File: config.mk
export PLATFORM = sky130hd
export DESIGN_NAME = pll_loop_backend
export DESIGN_NICKNAME = d
export VERILOG_FILES = /design/src/rtl/pll_backend_pkg.sv /design/src/rtl/pll_backend_dlf_core.sv /design/src/rtl/pll_loop_backend.sv
export SDC_FILE = /design/constraint.sdc
export NUM_CORES = 1
export LEC_CHECK = 0
export CORE_MARGIN = 3
export CORE_UTILIZATION = 35
export CTS_CLUSTER_SIZE = 40
export DETAILED_ROUTE_END_ITERATION = 7
export GPL_ROUTABILITY_DRIVEN = 0
export PLACE_DENSITY_LB_ADDON = 0.15
export SETUP_SLACK_MARGIN = 0.4
export SYNTH_ARGS = -nofsm -noshare
export SYNTH_HDL_FRONTEND = slang
export SYNTH_SLANG_ARGS = --single-unit
File: constraint.sdc
create_clock -name clk -period 9.76 [get_ports clk]
set_input_delay 1.464 -clock clk [delete_from_list [all_inputs] [get_ports clk]]
set_output_delay 1.464 -clock clk [all_outputs]
set_load 0.02 [all_outputs]
File: src/rtl/pll_backend_pkg.sv
// Shared defaults for the PLL loop back-end: widths, loop gains and midscale helper.
package pll_backend_pkg;

    localparam int PLL_WIDTH_IN  = 7;
    localparam int PLL_WIDTH_OUT = 18;
    localparam int PLL_DTC_WIDTH = 10;
    localparam int PLL_KP        = 64;
    localparam int PLL_KI        = 4;

    // Offset-binary zero point of a w-bit code, i.e. 2^(w-1).
    function automatic int unsigned midscale(input int unsigned w);
        return 32'd1 << (w - 1);
    endfunction

endpackage

File: src/rtl/pll_backend_dlf_core.sv
// Digital loop filter: clamped PI integrator plus saturated unsigned output code.
module pll_backend_dlf_core
    import pll_backend_pkg::*;
#(
    parameter int WIDTH_IN  = PLL_WIDTH_IN,
    parameter int WIDTH_OUT = PLL_WIDTH_OUT,
    parameter int KP        = PLL_KP,
    parameter int KI        = PLL_KI
) (
    input  logic                       clk,
    input  logic                       rst,
    input  logic signed [WIDTH_IN-1:0] err_in,
    input  logic                       freeze,
    output logic [WIDTH_OUT-1:0]       dlf_out
);

    // Wide enough that any 32-bit gain times the error plus the integrator cannot wrap.
    localparam int AW = WIDTH_OUT + WIDTH_IN + 34;

    localparam logic signed [AW-1:0] MID_W     = AW'(midscale(WIDTH_OUT));
    localparam logic signed [AW-1:0] DLF_MAX_W = (MID_W <<< 1) - 1;
    localparam logic signed [AW-1:0] ACC_HI_W  = MID_W - 1;
    localparam logic signed [AW-1:0] ACC_LO_W  = -MID_W;
    localparam logic signed [AW-1:0] KP_W      = AW'(KP);
    localparam logic signed [AW-1:0] KI_W      = AW'(KI);
    localparam logic [WIDTH_OUT-1:0] DLF_MID   = WIDTH_OUT'(midscale(WIDTH_OUT));

    logic signed [AW-1:0]        w_err;
    logic signed [AW-1:0]        w_acc_ext;
    logic signed [AW-1:0]        w_acc_sum;
    logic signed [AW-1:0]        w_sum;
    logic signed [WIDTH_OUT+1:0] w_acc_next;
    logic [WIDTH_OUT-1:0]        w_dlf_next;
    logic signed [WIDTH_OUT+1:0] r_acc;
    logic [WIDTH_OUT-1:0]        r_dlf;

    always_comb begin
        w_err     = AW'(err_in);
        w_acc_ext = AW'(r_acc);
        w_acc_sum = freeze ? w_acc_ext : (w_acc_ext + w_err * KI_W);

        if (w_acc_sum > ACC_HI_W)
            w_acc_next = ACC_HI_W[WIDTH_OUT+1:0];
        else if (w_acc_sum < ACC_LO_W)
            w_acc_next = ACC_LO_W[WIDTH_OUT+1:0];
        else
            w_acc_next = w_acc_sum[WIDTH_OUT+1:0];

        // Proportional path uses the post-update integrator and ignores freeze.
        w_sum = MID_W + AW'(w_acc_next) + w_err * KP_W;

        if (w_sum[AW-1])
            w_dlf_next = '0;
        else if (w_sum > DLF_MAX_W)
            w_dlf_next = '1;
        else
            w_dlf_next = w_sum[WIDTH_OUT-1:0];
    end

    always_ff @(posedge clk or negedge rst) begin
        if (!rst) begin
            r_acc <= '0;
            r_dlf <= DLF_MID;
        end else begin
            r_acc <= w_acc_next;
            r_dlf <= w_dlf_next;
        end
    end

    assign dlf_out = r_dlf;

endmodule

File: src/rtl/pll_loop_backend.sv
// PLL loop back-end: loop filter, differential DAC mapping and DTC offset code.
// Define PLL_BACKEND_DTC_EN to build the registered DTC correction path.
module pll_loop_backend
    import pll_backend_pkg::*;
#(
    parameter int WIDTH_IN  = PLL_WIDTH_IN,
    parameter int WIDTH_OUT = PLL_WIDTH_OUT,
    parameter int DTC_WIDTH = PLL_DTC_WIDTH,
    parameter int KP        = PLL_KP,
    parameter int KI        = PLL_KI
) (
    input  logic                        clk,
    input  logic                        rst,
    input  logic signed [WIDTH_IN-1:0]  err_in,
    input  logic                        freeze,
    input  logic signed [DTC_WIDTH-1:0] qnc_in,
    output logic [WIDTH_OUT-1:0]        dlf_out,
    output logic [WIDTH_OUT-1:0]        dac_p,
    output logic [WIDTH_OUT-1:0]        dac_n,
    output logic [DTC_WIDTH-1:0]        dtc_code
);

    localparam logic [WIDTH_OUT-1:0] DAC_FS  = '1;
    localparam logic [DTC_WIDTH-1:0] DTC_MID = DTC_WIDTH'(midscale(DTC_WIDTH));

    pll_backend_dlf_core #(
        .WIDTH_IN  (WIDTH_IN),
        .WIDTH_OUT (WIDTH_OUT),
        .KP        (KP),
        .KI        (KI)
    ) u_core (
        .clk     (clk),
        .rst     (rst),
        .err_in  (err_in),
        .freeze  (freeze),
        .dlf_out (dlf_out)
    );

    assign dac_p = dlf_out;
    assign dac_n = DAC_FS - dlf_out;

`ifdef PLL_BACKEND_DTC_EN
    logic [DTC_WIDTH-1:0] r_dtc;

    // Adding 2^(DTC_WIDTH-1) to a two's-complement code is just an MSB flip.
    always_ff @(posedge clk or negedge rst) begin
        if (!rst)
            r_dtc <= DTC_MID;
        else
            r_dtc <= {~qnc_in[DTC_WIDTH-1], qnc_in[DTC_WIDTH-2:0]};
    end

    assign dtc_code = r_dtc;
`else
    logic w_unused_qnc;

    assign w_unused_qnc = ^qnc_in;
    assign dtc_code     = DTC_MID;
`endif

endmodule

# Word-level counts from Yosys, hierarchy flattened
# Cells that the tools add are included.
# totals
wordCells	14
output_inout_bits	64
in_bits	20
register_bits	38
# op_classes
add_sub_neg	4
magnitude_cmp	3
mux	5
# op_table
operator	n
> comparator 59 x 18 -> 1 bit, second input constant	1
> comparator 59 x 19 -> 1 bit, second input constant	1
less-than comparator 59 x 18 -> 1 bit, second input constant	1
two-way mux 59 bit	1
two-way mux 20 bit	2
two-way mux 18 bit	2
adder 21 x 13 -> 22 bit	1
adder 19 x 20 -> 21 bit, first input constant	1
adder 20 x 9 -> 21 bit	1
subtractor 18 bit, first input constant	1

# Longest topological paths before layout
# Gate-level depths: netlist of run 1.
# depth
depth_word	10
ltp_mapped	23
ltp_nobuf	21

# Modules after synthesis
# From an unflattened synthesis of run 1, not the netlist that was laid out.
# hier_totals
hier_cells	400
area_unflattened_um2	3520.9
# modules_own_cells
mod	area_each_um2	cells_each	n_inst
pll_backend_dlf_core	3235.6	352	1
pll_loop_backend	285.3	48	1

# Worst setup path after synthesis of run 1
# OpenSTA, ideal clock, no wires.
# synth_timing
path_kind	in2reg
startpoint	input err_in[0]
endpoint	register u_core.r_dlf[11] (netlist: u_core.dlf_out[11])
setup_time_ps	125
t_arrival_ps	6421
stages	23
setup_slack_ps	3213
n_path_buf	2
path_cell_list	ha_1 > fa_1 > a211oi_1 > o21ai_1 > nand4_1 > nand2_1 > a311o_1 > a211o_1 > o21ai_2 > buf_4 > o21ai_2 > ha_1 > ha_1 > fa_1 > a211oi_2 > o211ai_2 > a41oi_2 > o21ai_1 > a32o_1 > a21oi_1 > nor4b_4 > buf_6 > a21oi_1
# synth_via
elab_chain_cells	10
# synth_lines
element	line_no	source
from (decl)	pll_loop_backend.sv:14	input logic signed [WIDTH_IN-1:0] err_in,
adder 20 x 9 -> 21 bit *	pll_backend_dlf_core.sv:40	w_acc_sum = freeze ? w_acc_ext : (w_acc_ext + w_err * KI_W);
two-way mux 59 bit *	pll_backend_dlf_core.sv:40	
less-than comparator 59 x 18 -> 1 bit	pll_backend_dlf_core.sv:44	else if (w_acc_sum < ACC_LO_W)
two-way mux 20 bit	pll_backend_dlf_core.sv:44	
two-way mux 20 bit *	pll_backend_dlf_core.sv:42	if (w_acc_sum > ACC_HI_W)
via u_core.w_acc_next[7]	pll_backend_dlf_core.sv:32	logic signed [WIDTH_OUT+1:0] w_acc_next;
adder 19 x 20 -> 21 bit *	pll_backend_dlf_core.sv:50	w_sum = MID_W + AW'(w_acc_next) + w_err * KP_W;
adder 21 x 13 -> 22 bit *	pll_backend_dlf_core.sv:50	
> comparator 59 x 19 -> 1 bit	pll_backend_dlf_core.sv:54	else if (w_sum > DLF_MAX_W)
two-way mux 18 bit	pll_backend_dlf_core.sv:54	
two-way mux 18 bit *	pll_backend_dlf_core.sv:52	if (w_sum[AW-1])
via u_core.w_dlf_next[11]	pll_backend_dlf_core.sv:33	logic [WIDTH_OUT-1:0] w_dlf_next;
to (signal assigned)	pll_backend_dlf_core.sv:66	r_dlf <= w_dlf_next;
to (decl)	pll_backend_dlf_core.sv:35	logic [WIDTH_OUT-1:0] r_dlf;
# Mark *: on every way through the listed nets, which the timed path passes. The rest lies on a longest branch.

# Worst setup path after layout of run 1
# layout_timing
startpoint	input err_in[6]
endpoint	register u_core.r_dlf[4] (netlist: u_core.dlf_out[4])
# Same word-level chain as after synthesis.

==> results.cfg, run 1 <==
[drt]
drc = 0
num_vias = 3060
vias_per_cell = 5.09
drt_iter0_markers = 128
drt_first_pass_iters = 4
drt-total-wl_um = 8550
postRouteAntennaNets = 0
drt-wirelength-per-cell_um = 14.2

[sta]
rsz0062_at_grt = false
setup_tns_ns = 0
fin_crit_sh_pct = 81.4
finClkSkew_ns = 0.00229
slew_headroom_pct = 34.1
finalMaxSlewViolations = 0
max_slew.worst_pin.slew_ns = 0.986
final-hold-violation-count = 0
fmax_mhz = 126
holdWs_ns = 0.571
finalSetupViolCount = 0
period_needed_ns = 7.94

[placed_design]
dp_cells = 593
hpwl_um = 6560
port_buffers = 63

[critical_path]
critical_path.max_stage_delay_ns = 0.93
reg2reg_depth = 22
endpoint_kind = register
r2r-end = u_core.dlf_out[4]
worstPathMaxFanout = 20
r2r_start = u_core.r_acc[2]
startpoint = err_in[6]
slowest_stage = clkdlybuf4s50_1
arrival_ns = 8.14
worst-path-buf-inv = 2
crit_cells = 22
path_class = in2reg
endpoint = u_core.dlf_out[4]
cp_top_family = compound AO/OA/AOI/OAI gates
crit_chain = clkdlybuf4s50_1 -> ha_1 -> a21oi_1 -> o21ai_0 -> a21oi_1 -> a21oi_1 -> o21a_1 -> a211o_1 -> o21ai_2 -> o21ai_2 -> ha_1 -> ha_1 -> fa_1 -> a211oi_2 -> o211ai_2 -> a41oi_2 -> o21a_1 -> nand2_1 -> a211oi_1 -> nor4b_4 -> buf_4 -> a31oi_1
start_kind = input pin
r2r_slack_ns = 3.49
cp.required_ns = 9.95

[worst_hold_path]
hp-class = reg2reg
hold_depth = 2

[synth]
synthCells = 424
yosysSeqAreaShare_pct = 25.6
ys_seq_elements = 38
synth.distinct_cells = 58
ys_warn_count = 0
ys_async_sr_fraction_pct = 100
avgSynthCellArea_um2 = 8.78
synth_flop_cell = dfrtp_1
netlist_area_mm2 = 0.00372
synth_edf_count = 0

[floorplanning]
die_h_um = 109
die-area_mm2 = 0.0119
core-area_mm2 = 0.0103
die_w_um = 109
row_count = 37
initial_core_util_pct = 36.0
io_pins = 84

[clock_tree]
path_clk_slew_ns = 0.08
cts_buffers = 5
cts_repair_resize_count = 0
cts_tree = yes
post-cts-setup-buffer-count = 0
insertion_delay_ns = 0.29
cts_root_buf = clkbuf_8
cts_htree_levels = 2
cts_max_path_buffers = 2
clock_sinks = 38
cts_hold_buf = 0

[cells_and_area]
fin_cells = 601
most-common-layout-cells = 62 x clkdlybuf4s50_1, 46 x ha_1, 43 x a21oi_1
drive_gt1_share_pct = 9.25
diodes = 0
syn_to_final_growth_pct = 18.1
final_common_cell = clkdlybuf4s50_1
nets = 532

[job]
cap_violations = 0

[global_route]
antenna_found_initial = 0
grt_pass1_wl_um = 14700
grt_max_degree = 39
grt_pass1_vias = 3024
overflow = 0
grt_use_total_pct = 15.3

[status]
status = finished, final reports clean
-- cell type report --
class | instances | area (um2)
fillers | 1011 | 5930
well taps | 136 | 170
multi-input cells | 315 | 2370
repair buffers | 67 | 656
inverters | 37 | 139
flip-flops and latches | 38 | 952
clock buffers | 5 | 68.8
clock inverters | 3 | 40.0
-- registers in the layout, summed over array words and instances, names as in the netlist --
signal,cells
u_core.dlf_out,18
u_core.r_acc,20
-- per-layer routing --
layer | routed length [um] | share of wire, % | GRT usage, % | vias up
met3 | 295 | 3.4 | 2.07 | 7
met5 | 0 | 0 | 0 | -
li1 | - | - | - | 1571
met2 | 3970 | 46 | 24.8 | 60
met1 | 4200 | 49 | 21.5 | 1422
met4 | 88 | 1.0 | 3.43 | 0
-- through the flow --
step / setup WS (ns) / utilization (%) / cell area, um2
2_1_floorplan: 3.21 / - / 3750
3_3_place_gp: 1.52 / 41.5 / 4290
3_5_place_dp: 1.46 / 41.5 / 4290
4_1_cts: 1.77 / 42.6 / 4390
5_1_grt: 1.23 / 42.6 / 4390
6_report: 1.82 / 42.6 / 4390
-- synthesized netlist by cell type, drive strengths merged, types with 9 or more instances --
| library cell | count | area, um2 |
|---|---|---|
| a21oi | 48 | 259 |
| ha | 46 | 576 |
| dfrtp | 37 | 926 |
| inv | 37 | 139 |
| buf | 35 | 265 |
| o21ai | 35 | 205 |
| nand2 | 29 | 109 |
| nor2 | 19 | 71.3 |
| a211oi | 11 | 97.6 |
| o211ai | 11 | 92.6 |
| xor2 | 11 | 96.3 |
| a21o | 10 | 76.3 |
| o21a | 9 | 67.6 |
| xnor2 | 9 | 78.8 |
-- worst min-delay path by stage --
stage | startpoint | end | slack [ns]
4_1_cts | u_core.r_acc[1] | u_core.r_acc[1] | 0.57
5_1_grt | u_core.r_acc[1] | u_core.r_acc[1] | 0.61
2_1_floorplan | u_core.r_acc[0] | u_core.r_acc[0] | 0.52
6_report | u_core.r_acc[1] | u_core.r_acc[1] | 0.57
3_3_place_gp | u_core.r_acc[1] | u_core.r_acc[1] | 0.55
3_5_place_dp | u_core.r_acc[1] | u_core.r_acc[1] | 0.56
-- tightest hold or removal path, delay by kind of cell, from the launching register on --
kind | cells | cell delay [ns]
DFF | 1 | 0.33
AOI/OAI and AO/OA | 1 | 0.14
buffers and inverters | 1 | 0.07
-- cells by family (layout without fill, tap and decap cells) --
family          Yosys count  in the layout  share of synthesized area, %
compound gates          149            149                          28.7
xor+xnor                 20             20                          4.71
fa+ha+maj                48             48                          16.5
buf+inv                  79            112                          11.6
flops                    38             38                          25.6
mux                       8              8                          2.25
other cells               2             10                         0.202
simple gates             80             80                          10.4
Power of run 1 is not shown: default switching activity piles up to over one toggle a cycle in this logic, so the estimate is an artifact.
==> run 2: changes to the inputs <==
- clock period: 9.76 -> 7.45 ns (I/O delays scaled with it)
==> run 2 against run 1 <==
Against the previous run:
- die area is the same
- highest routed layer unchanged
- cell count increased by 1.2%
- clock skew increased by 0.0031 ns
- hold slack gained 0.0093 ns
- critical path depth increased by 1
==> results.cfg, run 2 (synthesized netlist as in run 1, its figures left out) <==
[status]
status = finished, final reports clean

[critical_path]
path_class = in2reg
arrival_ns = 6.92
worstPathMaxFanout = 18
reg2reg_depth = 22
critical_path.max_stage_delay_ns = 0.46
crit_cells = 23
endpoint_kind = register
start_kind = input pin
cp.required_ns = 7.62
cp_top_family = compound AO/OA/AOI/OAI gates
crit_chain = clkdlybuf4s50_1 -> ha_1 -> fa_1 -> a211oi_2 -> o21ai_1 -> nand4_1 -> nand2_1 -> a311o_1 -> a211o_1 -> o21ai_2 -> o21ai_2 -> ha_1 -> ha_1 -> fa_1 -> a211oi_2 -> o211ai_2 -> a41oi_4 -> o21ai_1 -> a32o_1 -> a21oi_1 -> nor4b_4 -> buf_6 -> a31oi_1
slowest_stage = clkdlybuf4s50_1
path_common_cell = ha_1
worst-path-buf-inv = 2

[sta]
setup_tns_ns = 0
holdWs_ns = 0.580
finClkSkew_ns = 0.00542
finalMaxSlewViolations = 0
fin_crit_sh_pct = 90.6
final-hold-violation-count = 0
layout_setup_ws_ns = 0.699
slew_headroom_pct = 40.4
max_slew.worst_pin.slew_ns = 0.894
rsz0062_at_grt = false
finalSetupViolCount = 0
period_needed_ns = 6.75
fmax_mhz = 148

[clock_tree]
path_clk_slew_ns = 0.08
cts_hold_buf = 0
cts_max_path_buffers = 2
cts_tree = yes
cts_buffers = 5
cts_root_buf = clkbuf_8
clock_sinks = 38
insertion_delay_ns = 0.30
cts_htree_levels = 2

[floorplanning]
core-area_mm2 = 0.0103
die-area_mm2 = 0.0119
initial_core_util_pct = 36.0
row_count = 37
io_pins = 84
die_h_um = 109
die_w_um = 109

[global_route]
grt_max_degree = 39
antenna_found_initial = 0
grt_use_total_pct = 15.7
grt_pass1_vias = 3180
grt_pass1_wl_um = 15000
overflow = 0

[placed_design]
port_buffers = 63
hpwl_um = 6820
dp_slack_ns = 0.225

[cells_and_area]
largest_register_ffs = 20
final_common_cell = clkdlybuf4s50_1
syn_to_final_growth_pct = 20.2
top_register = u_core.r_acc
most-common-layout-cells = 61 x clkdlybuf4s50_1, 46 x ha_1, 43 x a21oi_1
drive_gt1_share_pct = 11.0
diodes = 0
nets = 539

[job]
cap_violations = 0

[drt]
drt_iter0_markers = 128
postRouteAntennaNets = 0
vias_per_cell = 5.16
drc = 0
num_vias = 3137
drt-total-wl_um = 8800
drt-wirelength-per-cell_um = 14.5
drt_first_pass_iters = 4

[worst_hold_path]
hp-class = reg2reg
hold_depth = 2
## run 2: metrics by stage
step	util (%)	area [um2]	std cells
6_report	43.3	4470	608
5_1_grt	43.3	4470	608
4_1_cts	43.0	4440	607
3_5_place_dp	41.9	4330	599
3_3_place_gp	41.9	4330	599
2_1_floorplan	-	3750	432
## run 2: tightest hold or removal path: cells and delay by family, from the launching register on
kind | cells | cell delay [ns]
buffers and inverters | 1 | 0.07
AOI/OAI and AO/OA | 1 | 0.15
DFF | 1 | 0.33
## run 2: repair_timing
item,in CTS,in global routing
setup endpoints to repair,0,18
endpoints found under the hold margin,0,0
resized for setup,0,5
setup buffers,0,1
## run 2: final cells by class
| class | instances | area (um2) |
|---|---|---|
| inverter | 37 | 139 |
| sequential | 38 | 952 |
| timing repair buffer | 74 | 714 |
| fill | 1029 | 5850 |
| clock inverter | 3 | 40.0 |
| multi-input combinational | 315 | 2390 |
| clock buffer | 5 | 68.8 |
| tap | 136 | 170 |
## run 2: worst paths after layout
check                                     start                 to  slack [ns]
worst max-delay path                  err_in[0]  u_core.dlf_out[4]        0.70
worst min-delay path            u_core.r_acc[1]    u_core.r_acc[1]        0.58
worst max register to register  u_core.r_acc[2]  u_core.dlf_out[4]        1.64
worst min register to register  u_core.r_acc[1]    u_core.r_acc[1]        0.58
max in group asynchronous                   rst   u_core.r_acc[14]        5.96
min in group asynchronous                   rst  u_core.dlf_out[2]        0.94
## run 2: routing by layer
metal	part of all wire, %	track usage, %	up-vias
met3	3.0	2.25	9
met4	1.4	4.60	0
met1	49	21.6	1484
li1	-	-	1581
met2	47	25.6	63
met5	0	0	-
Power of run 2 is left out for the same reason.
==> run 3: changes to the inputs <==
- CORE_UTILIZATION: 35 -> 52
==> run 3 against run 2 <==
Against the previous run:
- non-clock buffer count unchanged
- global-route usage increased by 5.0 points
- cell area shrank 1.0%
- core utilization up 21 points
- first-iteration DRC count grew 13%
- wire length shrank 4.8%
- setup slack improved by 0.017 ns
- via count is 0.35% higher
- die area down 31%
==> results.cfg, run 3 (synthesized netlist as in run 1, its figures left out) <==
[status]
status = finished, final reports clean

[worst_hold_path]
hp-start = u_core.r_acc[1]
hp-class = reg2reg

[global_route]
overflow = 0
grt_use_total_pct = 20.7
grt_pass1_wl_um = 14200
antenna_found_initial = 0
grt_pass1_vias = 3036
grt_max_degree = 39

[drt]
drt_first_pass_iters = 4
drc = 0
drt-total-wl_um = 8380
num_vias = 3148
drt_iter0_markers = 145
drt-wirelength-per-cell_um = 14.8
postRouteAntennaNets = 0
vias_per_cell = 5.54

[critical_path]
startpoint = err_in[0]
endpoint_kind = register
path_class = in2reg
arrival_ns = 6.91
cp.required_ns = 7.63
r2r_start = u_core.r_acc[2]
worstPathMaxFanout = 12
start_kind = input pin

[cells_and_area]
diodes = 0
fin_cells = 568
most-common-layout-cells = 62 x clkdlybuf4s50_1, 46 x ha_1, 42 x a21oi_1
nets = 539
syn_to_final_growth_pct = 19.0
final_common_cell = clkdlybuf4s50_1
top_register = u_core.r_acc
drive_gt1_share_pct = 11.2
largest_register_ffs = 20

[floorplanning]
initial_core_util_pct = 54.2
core-area_mm2 = 0.00687
die-area_mm2 = 0.00821
row_count = 30
die_w_um = 90.6
die_h_um = 90.6
io_pins = 84

[clock_tree]
cts_buffers = 5
cts_hold_buf = 0
path_clk_slew_ns = 0.08
clock_sinks = 38
cts_max_path_buffers = 2
cts_root_buf = clkbuf_8
cts_tree = yes
insertion_delay_ns = 0.30
cts_htree_levels = 2

[job]
cap_violations = 0

[placed_design]
hpwl_um = 6650
dp_cells = 559
port_buffers = 63

[sta]
finClkSkew_ns = 0.00989
period_needed_ns = 6.73
setup_tns_ns = 0
rsz0062_at_grt = true
finalMaxSlewViolations = 0
fmax_mhz = 149
slew_headroom_pct = 43.0
final-hold-violation-count = 0
max_slew.worst_pin.slew_ns = 0.855
fin_crit_sh_pct = 90.4
finalSetupViolCount = 0
-- run 3: cell types whose count changed in the layout (fill, tap and decap cells not counted) --
cell / previous run / this run
dlymetal6s2s_1: 1 / 0
buf_6: 1 / 0
buf_4: 10 / 11
clkdlybuf4s50_1: 61 / 62
o21ai_4: 0 / 1
o21ai_2: 8 / 7
a21oi_2: 5 / 6
a21oi_1: 43 / 42
-- run 3: final cells by class --
cell class              instances  area (um2)
multi-input cells             315        2400
well taps                      96         120
fillers                       583        2440
clock buffers                   5        68.8
inverters                      37         139
repair buffers                 74         708
flip-flops and latches         38         952
clock inverters                 3        40.0
-- run 3: repair_timing --
item                                    in CTS  in global routing
gates resized for setup                      0                  5
buffers inserted                             0                  1
endpoints found under the setup margin       0                 18
endpoints found under the hold margin        0                  0
-- run 3: final timing paths --
kind / endpoint / slack, ns / depth (start not counted)
worst min-delay path: u_core.r_acc[1] / 0.58 / 2
min in group asynchronous: u_core.r_acc[17] / 0.93 / 1
worst min register to register: u_core.r_acc[1] / 0.58 / 2
worst max register to register: u_core.dlf_out[16] / 1.67 / 22
max in group asynchronous: u_core.dlf_out[9] / 5.98 / 1
worst max-delay path: u_core.dlf_out[16] / 0.72 / 23
-- run 3: per-layer routing --
layer  global-route usage, %  vias up  part of all wire [%]
li1                        -     1583                     -
met1                    28.2     1476                    48
met2                    34.3       77                    47
met3                    2.67       12                   3.5
met4                    6.25        0                   1.5
met5                       0        -                     0
-- run 3: stage by stage --
stage          util, %  area (um2)  hold slack (ns)  worst slack [ns]
2_1_floorplan        -        3750            0.525              1.25
3_3_place_gp      62.3        4280            0.544             0.291
3_5_place_dp      62.3        4280            0.565             0.172
4_1_cts           63.9        4390            0.584             0.443
5_1_grt           64.5        4430            0.614             0.407
6_report          64.5        4430            0.580             0.716
-- run 3: critical path: stages --
cell and delay, ns:
clkdlybuf4s50_1 0.46, ha_1 0.27, fa_1 0.46, a211oi_2 0.25
o21ai_1 0.17, nand4_1 0.20, nand2_1 0.12, a311o_1 0.36
a211o_1 0.41, o21ai_4 0.19, o21ai_2 0.12, ha_1 0.29
ha_1 0.25, fa_1 0.44, a211oi_2 0.26, o211ai_2 0.16
a41oi_4 0.30, o21ai_1 0.10, a32o_1 0.26, a21oi_1 0.14
nor4b_4 0.23, buf_4 0.24, a21oi_1 0.09
Power of run 3 is left out for the same reason.
